==> config.mk <==
export PLATFORM = sky130hd
export DESIGN_NAME = instr_fetch_unit
export DESIGN_NICKNAME = d
export VERILOG_FILES = /design/src/rtl/instr_fetch_unit.sv
export SDC_FILE = /design/constraint.sdc
export NUM_CORES = 1
export LEC_CHECK = 0
export BUFFER_PORTS_ARGS = -buffer_cell sky130_fd_sc_hd__buf_4
export CAP_MARGIN = 20
export CELL_PAD_IN_SITES_DETAIL_PLACEMENT = 1
export CELL_PAD_IN_SITES_GLOBAL_PLACEMENT = 2
export CORE_ASPECT_RATIO = 0.6
export CORE_UTILIZATION = 26
export CTS_CLUSTER_SIZE = 16
export DETAILED_ROUTE_END_ITERATION = 8
export GPL_TIMING_DRIVEN = 0
export PLACE_DENSITY_LB_ADDON = 0.1
export SYNTH_ARGS = -nofsm -noshare
export SYNTH_HDL_FRONTEND = slang
export SYNTH_SLANG_ARGS = --single-unit
export TNS_END_PERCENT = 1
==> constraint.sdc <==
create_clock -name clk -period 4.2 [get_ports clk]
set_input_delay 0.21 -clock clk [delete_from_list [all_inputs] [get_ports clk]]
set_output_delay 0.21 -clock clk [all_outputs]
set_load 0.01 [all_outputs]
==> src/rtl/instr_fetch_unit.sv <==
// Instruction fetch front end: program counter, ROM address, instruction register and the
// immediate register for 2-word instructions, driven by the control FSM's PC/IR strobes.
module instr_fetch_unit #(
  parameter int unsigned ADDR_W = 8,
  parameter int unsigned DATA_W = 16
) (
  input  logic              clk,
  input  logic              rst_n,
  input  logic              en,
  input  logic              pc_load,
  input  logic              pc_inc,
  input  logic              ins_load,
  input  logic              jmp_en,
  input  logic [ADDR_W-1:0] jmp_addr,
  output logic [ADDR_W-1:0] rom_addr,
  input  logic [DATA_W-1:0] rom_data,
  output logic [3:0]        opcode,
  output logic [2:0]        op1_addr,
  output logic [2:0]        op2_addr,
  output logic [DATA_W-1:0] imm_data,
  output logic              imm_valid,
  output logic [ADDR_W-1:0] pc_hold,
  output logic              second_word,
  output logic              halted
);

  localparam logic [3:0] OpMvi  = 4'b1100;
  localparam logic [3:0] OpLda  = 4'b1101;
  localparam logic [3:0] OpHalt = 4'b1111;

  typedef enum logic [1:0] {
    StWord0,
    StWord1,
    StHalt
  } state_e;

  state_e            state_q, state_d;
  logic [ADDR_W-1:0] pc_q, pc_d;
  logic [ADDR_W-1:0] pc_hold_q, pc_hold_d;
  logic [DATA_W-1:0] ir_q, ir_d;
  logic [DATA_W-1:0] imm_q, imm_d;
  logic              imm_valid_q, imm_valid_d;
  logic [3:0]        rom_opcode;

  assign rom_opcode = rom_data[15:12];

  always_comb begin
    state_d     = state_q;
    pc_d        = pc_q;
    pc_hold_d   = pc_hold_q;
    ir_d        = ir_q;
    imm_d       = imm_q;
    imm_valid_d = imm_valid_q;

    if (!en) begin
      // Dropping enable abandons a pending second word, but never leaves HALT.
      if (state_q != StHalt) begin
        state_d = StWord0;
      end
      imm_valid_d = 1'b0;
    end else begin
      if (pc_load) begin
        pc_hold_d = pc_q;
      end

      if (state_q != StHalt) begin
        if (ins_load) begin
          if (state_q == StWord0) begin
            ir_d        = rom_data;
            imm_valid_d = 1'b0;
            unique case (rom_opcode)
              OpMvi, OpLda: state_d = StWord1;
              OpHalt:       state_d = StHalt;
              default:      state_d = StWord0;
            endcase
          end else begin
            imm_d       = rom_data;
            imm_valid_d = 1'b1;
            state_d     = StWord0;
          end
        end

        // A jump overrides whatever state the captured word selected.
        if (jmp_en) begin
          pc_d        = jmp_addr;
          state_d     = StWord0;
          imm_valid_d = 1'b0;
        end else if (pc_inc) begin
          pc_d = pc_q + ADDR_W'(1);
        end
      end
    end
  end

  always_ff @(posedge clk or negedge rst_n) begin
    if (!rst_n) begin
      state_q     <= StWord0;
      pc_q        <= '0;
      pc_hold_q   <= '0;
      ir_q        <= '0;
      imm_q       <= '0;
      imm_valid_q <= 1'b0;
    end else begin
      state_q     <= state_d;
      pc_q        <= pc_d;
      pc_hold_q   <= pc_hold_d;
      ir_q        <= ir_d;
      imm_q       <= imm_d;
      imm_valid_q <= imm_valid_d;
    end
  end

  assign rom_addr    = pc_q;
  assign opcode      = ir_q[15:12];
  assign op1_addr    = ir_q[11:9];
  assign op2_addr    = ir_q[8:6];
  assign imm_data    = imm_q;
  assign imm_valid   = imm_valid_q;
  assign pc_hold     = pc_hold_q;
  assign second_word = (state_q == StWord1);
  assign halted      = (state_q == StHalt);

endmodule

==> impl_metrics.ini, run 1 <==
[clocking]
cts.sinks = 45
cts_buffers = 5
htree_num_levels = 2
cts_tree = done
clock_path_buffers = 2
root_buffer = clkbuf_16
clk_latency_ns = 0.28
clk_pin_slew_ns = 0.06
cts_resized = 0
cts_setup_buffers = 0
cts_hold_buf = 1

[outcome]
status = complete, no violations

[grt]
grt_pass1_vias = 1677
use_met1 = 0.234
antenna_found_initial = 0
grt_start_max_net_pins = 46
grtUsageMet2 = 0.202
overflow = 0
grt_pass1_wl_um = 9200
busiest_layer = met1
met3_usage = 0.0425
grt.total_usage = 0.153

[timing]
rsz0062_at_grt = false
hold_viol_final = 0
relSlewSlack = 0.612
fin_tns_setup_ns = 0
fin_ws_ns = 2.66
period_share = 0.366
max_slew.worst_pin.slew_ns = 0.582
finClkSkew_ns = 0.00388
setup_viol = 0
slew_viol_final = 0
finalCriticalPeriod_ns = 1.54
fmax_mhz = 650

[setup_path]
critPathKind = reg2reg
r2r_start = state_q[1]$_DFFE_PN0P_
cp_max_fo = 10
required_ns = 4.37
cp_cell_sequence = nor3_4, mux2_2
max_stage_delay_ns = 0.54
cp_num_buf_inv = 0
critPathTopFamily = simple AND/OR/NAND/NOR gates
setup.worst_path.start_class = flip-flop
crit_path_end_kind = flip-flop
cp_slowest_cell = nor3_4
crit_arrival_ns = 1.70
reg2reg_to = ir_q[10]$_DFFE_PN0P_
r2r_slack_ns = 2.66
reg2regPathDepth = 2

[placed_design]
place_congestion = 0.713
dpl.hpwl_um = 4210
dpl_worst_slack_ns = 2.64
portBuffers = 74

[routing]
drt-total-wl_um = 5660
num_vias = 1571
drt_iter0_markers = 65
drtPass1Iterations = 4
wl_per_cell_um = 16.3
drc = 0
ant_nets = 0
vias_per_cell = 4.53

[power_and_ir_drop]
clock_power_share = 0.323
sw_frac_of_total = 0.283
p_per_area_nw_per_um2 = 493
internal_power_mw = 1.01
combPwrFrac = 0.259
switching_power_mw = 0.400
seq_power_share = 0.418
p_leak_nw = 1.36
ir_drop_uv = 149

[floorplanning]
die_y_um = 70.0
die_x_um = 115
io_pins = 76
rows = 24
die-area_um2 = 8080
start_util = 0.272
coreArea_um2 = 7360

[logic_synthesis]
yosys_warnings = 0
netlist_instances = 160
syn-num-nets = 192
yosys_register_bits = 45
syn_area_um2 = 2000
synth_cell_type_count = 34
ys_top_cells_by_area = dfrtp_1 56%, mux2_2 19%, o22ai_1 2.2%, o21ai_0 2.0%, nand2_1 1.7%
synth.largest_area_cell = dfrtp_1
synth_seq_area_share = 0.562
yosysTopAreaCellShare = 0.562
syn_area_per_cell_um2 = 12.5

[worst_hold_path]
hold_path_depth = 2
hold_path_startpoint = rom_data[2]
hold_end = imm_data[2]$_DFFE_PN0P_
hp-class = in2reg

[cells_and_area]
diodes = 0
fin_nets = 274
layout-drive-gt1-share = 0.527
area_growth_pct = 43.3

[run]
maxCapViolCount = 0
[worst max-delay path by stage]
stage                       startpoint                 endpoint  slack [ns]  cells after the start
6_report        state_q[1]$_DFFE_PN0P_     ir_q[10]$_DFFE_PN0P_        2.66                      2
5_1_grt        rom_addr[0]$_DFFE_PN0P_  rom_addr[4]$_DFFE_PN0P_        2.52                      5
4_1_cts         state_q[1]$_DFFE_PN0P_     ir_q[10]$_DFFE_PN0P_        2.63                      2
3_5_place_dp    state_q[1]$_DFFE_PN0P_     ir_q[10]$_DFFE_PN0P_        2.64                      2
3_3_place_gp    state_q[1]$_DFFE_PN0P_     ir_q[10]$_DFFE_PN0P_        2.63                      2
2_1_floorplan   state_q[0]$_DFFE_PN0P_  rom_addr[1]$_DFFE_PN0P_        2.85                      7
[metrics by stage]
step / power (mW) / util / cell area [um^2] / hold WS (ns) / std cells
floorplan: 0.754 / - / 2000 / -0.0856 / 160
global placement: 0.966 / 0.366 / 2690 / 0.265 / 338
detailed placement: 0.971 / 0.366 / 2690 / 0.263 / 338
CTS: 1.44 / 0.390 / 2870 / 0.147 / 347
global route: 1.50 / 0.390 / 2870 / 0.149 / 347
finish: 1.42 / 0.390 / 2870 / 0.155 / 347
[routing by layer]
metal | routed length [um] | vias up | part of all wire
li1 | - | 746 | -
met1 | 3110 | 776 | 0.55
met2 | 2260 | 41 | 0.40
met3 | 234 | 8 | 0.041
met4 | 63 | 0 | 0.011
met5 | 0 | - | 0
[state kept, by name (all words and copies together) (netlist names)]
signal	count
imm_valid	1
state_q	2
rom_addr	8
ir_q	10
imm_data	16
pc_hold	8
[Yosys cell counts]
cell      instances
a21oi_2           1
o22ai_1           7
or2_2             1
and4_1            2
o21ai_0           8
buf_2             3
nand3_1           3
and2_1            2
a211oi_2          1
nand4_1           5
nor2_1            5
nand2_2           1
ha_1              1
nor4_1            1
nand2_1           9
inv_1             2
clkbuf_1          1
nor3_1            4
buf_6             3
o21ai_1           1
mux2i_1           1
and2_4            1
a22o_1            2
clkinv_1          1
nor3_4            1
dfrtp_1          45
and3_1            2
a21oi_1           6
nand2b_4          1
nor2b_1           2
mux2_2           33
a31oi_1           2
nand3_2           1
a32oi_1           1
[power by group through the flow]
stage | combinational, mW | sequential [mW] | clock (mW)
floorplan | 0.138 | 0.617 | 0
global placement | 0.369 | 0.597 | 0
detailed placement | 0.372 | 0.599 | 0
CTS | 0.375 | 0.591 | 0.473
global route | 0.403 | 0.602 | 0.493
finish | 0.367 | 0.591 | 0.457
[kinds of logic (layout without fill, tap and decap cells)]
group	Yosys count	after routing	synth area share
multiplexers	34	34	0.190
flip-flops	45	45	0.562
adder cells (fa/ha/maj)	1	1	0.00624
buffers and inverters	10	93	0.0318
AO/OA/AOI/OAI	29	29	0.0893
AND/OR/NAND/NOR	41	41	0.120
[cells in the final DEF (no fill, tap or decap), types with 4 or more instances in the layout]
cell type,instances
clkbuf_16,5
buf_4,74
o22ai_1,7
dfrtp_1,45
nand2_1,9
mux2_2,33
a21oi_1,6
nor2_1,5
o21ai_0,8
nor3_1,4
nand4_1,5
[final cells by class]
cell class | count | area [um^2]
sequential | 45 | 1130
clock buffer | 7 | 143
timing repair buffer | 75 | 566
clock inverter | 1 | 30.0
fill | 807 | 4480
buffer | 7 | 52.6
tap | 104 | 130
multi-input combinational | 105 | 815
inverter | 3 | 11.3
No activity file was read; power rests on OpenSTA's default activity.
==> run 2, diff against run 1 <==
Clock period 4.2 ns to 1.4 ns, I/O delays scaled along.
==> impl_metrics.ini, run 2 (same netlist as run 1, synthesis figures left out) <==
[floorplanning]
die-area_um2 = 8080
start_util = 0.272
coreArea_um2 = 7360
io_pins = 76
rows = 24
die_x_um = 115
die_y_um = 70.0

[routing]
wl_per_cell_um = 16.5
drt_iter0_markers = 60
drtPass1Iterations = 4
drt-total-wl_um = 5820
drc = 0
vias_per_cell = 4.56
ant_nets = 0
num_vias = 1610

[setup_path]
cpMostUsedCell = buf_6
critPathKind = reg2reg
crit_path_end_kind = flip-flop
required_ns = 1.56
cp_max_fo = 10
cp_cell_sequence = buf_6, nand2b_4, and2_4, buf_6, a31oi_1, o21ai_1
crit_arrival_ns = 1.56
cp_slowest_cell = dfrtp_1
setup.worst_path.start_class = flip-flop
max_stage_delay_ns = 0.37

[timing]
whs_ns = 0.0158
max_slew.worst_pin.slew_ns = 0.584
setup_viol = 0
relSlewSlack = 0.610
fmax_mhz = 716
finalCriticalPeriod_ns = 1.40
finClkSkew_ns = 0.00262
hold_viol_final = 0
period_share = 0.998
slew_viol_final = 0
fin_tns_setup_ns = 0

[clocking]
root_buffer = clkbuf_16
htree_num_levels = 2
cts.sinks = 45
clock_path_buffers = 2
clk_latency_ns = 0.28
clk_pin_slew_ns = 0.06
cts_tree = done
cts_buffers = 5

[power_and_ir_drop]
p_leak_nw = 1.39
internal_power_mw = 3.11
sw_frac_of_total = 0.283
seq_power_share = 0.413
combPwrFrac = 0.273
switching_power_mw = 1.23
clock_power_share = 0.314
ir_drop_uv = 469
p_per_area_nw_per_um2 = 1460

[placed_design]
portBuffers = 74
dpl.hpwl_um = 4210
place_congestion = 0.713

[grt]
grt.total_usage = 0.153
antenna_found_initial = 0
grt_pass1_wl_um = 9240
grt_start_max_net_pins = 46
overflow = 0
grt_pass1_vias = 1691

[cells_and_area]
final_common_cell = buf_4
largest_reg_flops = 16
area_growth_pct = 48.4
multi_input_area_um2 = 868
seq_area_um2 = 1130
fin_nets = 280
diodes = 0
fillers = 797
final_util = 0.404
layout-drive-gt1-share = 0.586
layout_common_cells = 80 x buf_4, 39 x dfrtp_1, 33 x mux2_2

[run]
maxCapViolCount = 0

[outcome]
status = complete, no violations

[worst_hold_path]
hp-class = in2reg
## run 2: what timing repair did
action                     in CTS  in global routing
pin swaps                       2                  3
resized for setup               6                 11
buffers inserted                2                  4
hold buffers                    1                  0
hold endpoints to repair       45                  0
cloned                          0                  1
setup endpoints to repair      26                 11
## run 2: layout make-up
| type | count | area share |
|---|---|---|
| repair buffers | 81 | 0.205 |
| multi-input cells | 106 | 0.292 |
| flip-flops and latches | 45 | 0.381 |
| plain buffers | 6 | 0.0160 |
| inverters | 3 | 0.00379 |
| clock buffers | 7 | 0.0480 |
| clock inverters | 1 | 0.0101 |
| well taps | 104 | 0.0438 |
## run 2: worst max-delay path: cells and delay by family (launching register included)
family / cells / cell delay (ns)
and+or+nand+nor: 2 / 0.35
buffers and inverters: 2 / 0.28
AOI/OAI and AO/OA: 2 / 0.27
DFF: 1 / 0.37
## run 2: power by group through the flow
| stage | registers [mW] | logic (mW) | clock network [mW] |
|---|---|---|---|
| global route | 1.83 | 1.29 | 1.48 |
| finish | 1.79 | 1.18 | 1.36 |
| floorplan | 1.85 | 0.413 | 0 |
| detailed placement | 1.80 | 1.12 | 0 |
| CTS | 1.78 | 1.13 | 1.42 |
| global placement | 1.79 | 1.11 | 0 |
## run 2: through the flow
step	std cells	setup slack, ns	power, mW	cell area (um^2)
2_1_floorplan	160	0.0530	2.26	2000
3_3_place_gp	338	-0.169	2.90	2690
3_5_place_dp	338	-0.160	2.91	2690
4_1_cts	349	-0.0239	4.33	2910
5_1_grt	353	-0.0348	4.60	2970
6_report	353	0.00334	4.34	2970
## run 2: routing by layer
layer / vias to the layer above / routed length, um / part of all wire / GRT usage
li1: 765 / - / - / -
met1: 804 / 3190 / 0.55 / 0.236
met2: 38 / 2420 / 0.42 / 0.202
met3: 3 / 187 / 0.032 / 0.0425
met4: 0 / 19 / 0.0033 / 0.0476
met5: - / 0 / 0 / 0
## run 2: path summary, 6_finish.rpt
check,start,to,slack (ns),depth (start not counted)
setup / recovery,state_q[0]$_DFFE_PN0P_,rom_addr[1]$_DFFE_PN0P_,0.003,6
hold / removal,rom_data[0],imm_data[0]$_DFFE_PN0P_,0.02,2
setup reg to reg,state_q[0]$_DFFE_PN0P_,rom_addr[1]$_DFFE_PN0P_,0.003,6
hold reg to reg,imm_data[0]$_DFFE_PN0P_,imm_data[0]$_DFFE_PN0P_,0.51,1
max in group asynchronous,rst_n,rom_addr[1]$_DFFE_PN0P_,0.63,2
min in group asynchronous,rst_n,ir_q[10]$_DFFE_PN0P_,0.34,2
==> run 3, diff against run 2 <==
Settings changed: GPL_TIMING_DRIVEN 0 to not set, REMOVE_ABC_BUFFERS set to 1.
==> impl_metrics.ini, run 3 (same netlist as run 1, synthesis figures left out) <==
[cells_and_area]
fin_nets = 277
layout_common_cells = 82 x buf_4, 43 x dfrtp_1, 33 x mux2_2
final_util = 0.394
area_growth_pct = 44.5
diodes = 0
fillers = 819
layout-drive-gt1-share = 0.551
final_common_cell = buf_4
largest_reg_flops = 16

[timing]
finClkSkew_ns = 0.00376
period_share = 0.938
max_slew.worst_pin.slew_ns = 0.590
finalCriticalPeriod_ns = 1.31
fmax_mhz = 762
setup_viol = 0
fin_ws_ns = 0.0872
relSlewSlack = 0.607
hold_viol_final = 0
slew_viol_final = 0

[setup_path]
required_ns = 1.57
setup.worst_path.start_class = flip-flop
critPathKind = reg2reg
crit_path_end_kind = flip-flop
crit_arrival_ns = 1.48
cp_max_fo = 10

[placed_design]
dpl_worst_slack_ns = 0.0854
place_congestion = 0.753
dpl.hpwl_um = 4050
portBuffers = 75

[floorplanning]
io_pins = 76
die-area_um2 = 8080
start_util = 0.272
die_x_um = 115
die_y_um = 70.0
rows = 24
coreArea_um2 = 7360

[grt]
antenna_found_initial = 0
grt.total_usage = 0.149
grt_start_max_net_pins = 46
grt_pass1_vias = 1690
overflow = 0
grt_pass1_wl_um = 9020

[clocking]
root_buffer = clkbuf_16
clk_pin_slew_ns = 0.06
htree_num_levels = 2
cts.sinks = 45
clk_latency_ns = 0.29
clock_path_buffers = 2
cts_tree = done
cts_buffers = 5
cts_setup_buffers = 0

[routing]
drtPass1Iterations = 4
wl_per_cell_um = 15.7
ant_nets = 0
num_vias = 1604
drt_iter0_markers = 63
vias_per_cell = 4.60
drc = 0
drt-total-wl_um = 5480

[power_and_ir_drop]
p_total_mw = 4.04
p_leak_nw = 1.37
p_per_area_nw_per_um2 = 1400
ir_drop_uv = 402

[outcome]
status = complete, no violations

[worst_hold_path]
hp-class = in2reg

[run]
maxCapViolCount = 0
run 3: cell count changes in the layout (fill, tap and decap cells not counted), moves of 2 or more:
| cell | previous run | this run |
|---|---|---|
| buf_12 | 0 | 2 |
| buf_2 | 2 | 0 |
| buf_4 | 80 | 82 |
| buf_6 | 3 | 0 |
| dfrtp_1 | 39 | 43 |
| dfrtp_2 | 6 | 2 |
| o22ai_1 | 4 | 7 |
| o22ai_2 | 3 | 0 |
run 3: path summary, 6_finish.rpt:
| check | startpoint | end | slack, ns | cells past startpoint |
|---|---|---|---|---|
| min | rom_data[4] | imm_data[4]$_DFFE_PN0P_ | 0.02 | 2 |
| max | state_q[1]$_DFFE_PN0P_ | ir_q[11]$_DFFE_PN0P_ | 0.09 | 3 |
| max in group asynchronous | rst_n | state_q[0]$_DFFE_PN0P_ | 0.63 | 2 |
| min in group asynchronous | rst_n | pc_hold[2]$_DFFE_PN0P_ | 0.32 | 2 |
| max reg2reg | state_q[1]$_DFFE_PN0P_ | ir_q[11]$_DFFE_PN0P_ | 0.09 | 3 |
| min reg2reg | pc_hold[5]$_DFFE_PN0P_ | pc_hold[5]$_DFFE_PN0P_ | 0.49 | 2 |
run 3: metrics by stage:
step	hold slack [ns]	std cells	setup TNS [ns]	instance area, um^2
final	0.0158	349	0	2900
after global routing	0.00119	349	-0.00148	2900
after CTS	0.00770	349	0	2890
after detailed placement	0.127	341	0	2740
after global placement	0.126	341	0	2740
after floorplan	-0.226	153	0	1950
run 3: worst max-delay path, cell delays in order (launching register included):
cell,delay [ns]
dfrtp_1,0.47
nor3_4,0.24
buf_12,0.16
mux2_2,0.33
run 3: cell type report:
cell class                 instances  area [um^2]  area share
sequential                        45         1130       0.390
inverter                           3         11.3     0.00389
multi-input combinational        105          823       0.284
tap                              104          130      0.0449
timing repair buffer              85          666       0.230
clock inverter                     1         8.76     0.00302
clock buffer                       6          129      0.0445
run 3: what timing repair did:
action	CTS	global route
endpoints found under the hold margin	45	0
resized for setup	0	4
hold buffers	1	0
setup endpoints to repair	0	4
run 3: per-layer routing:
layer | GRT usage | wire length [um]
met1 | 0.228 | 2940
met2 | 0.200 | 2190
met3 | 0.0408 | 290
met4 | 0.0433 | 60
met5 | 0 | 0
run 3: report_power, final:
group / switching, mW / internal (mW)
Sequential: 0.198 / 1.54
Clock: 0.483 / 0.655
Combinational: 0.517 / 0.648
Total: 1.20 / 2.85
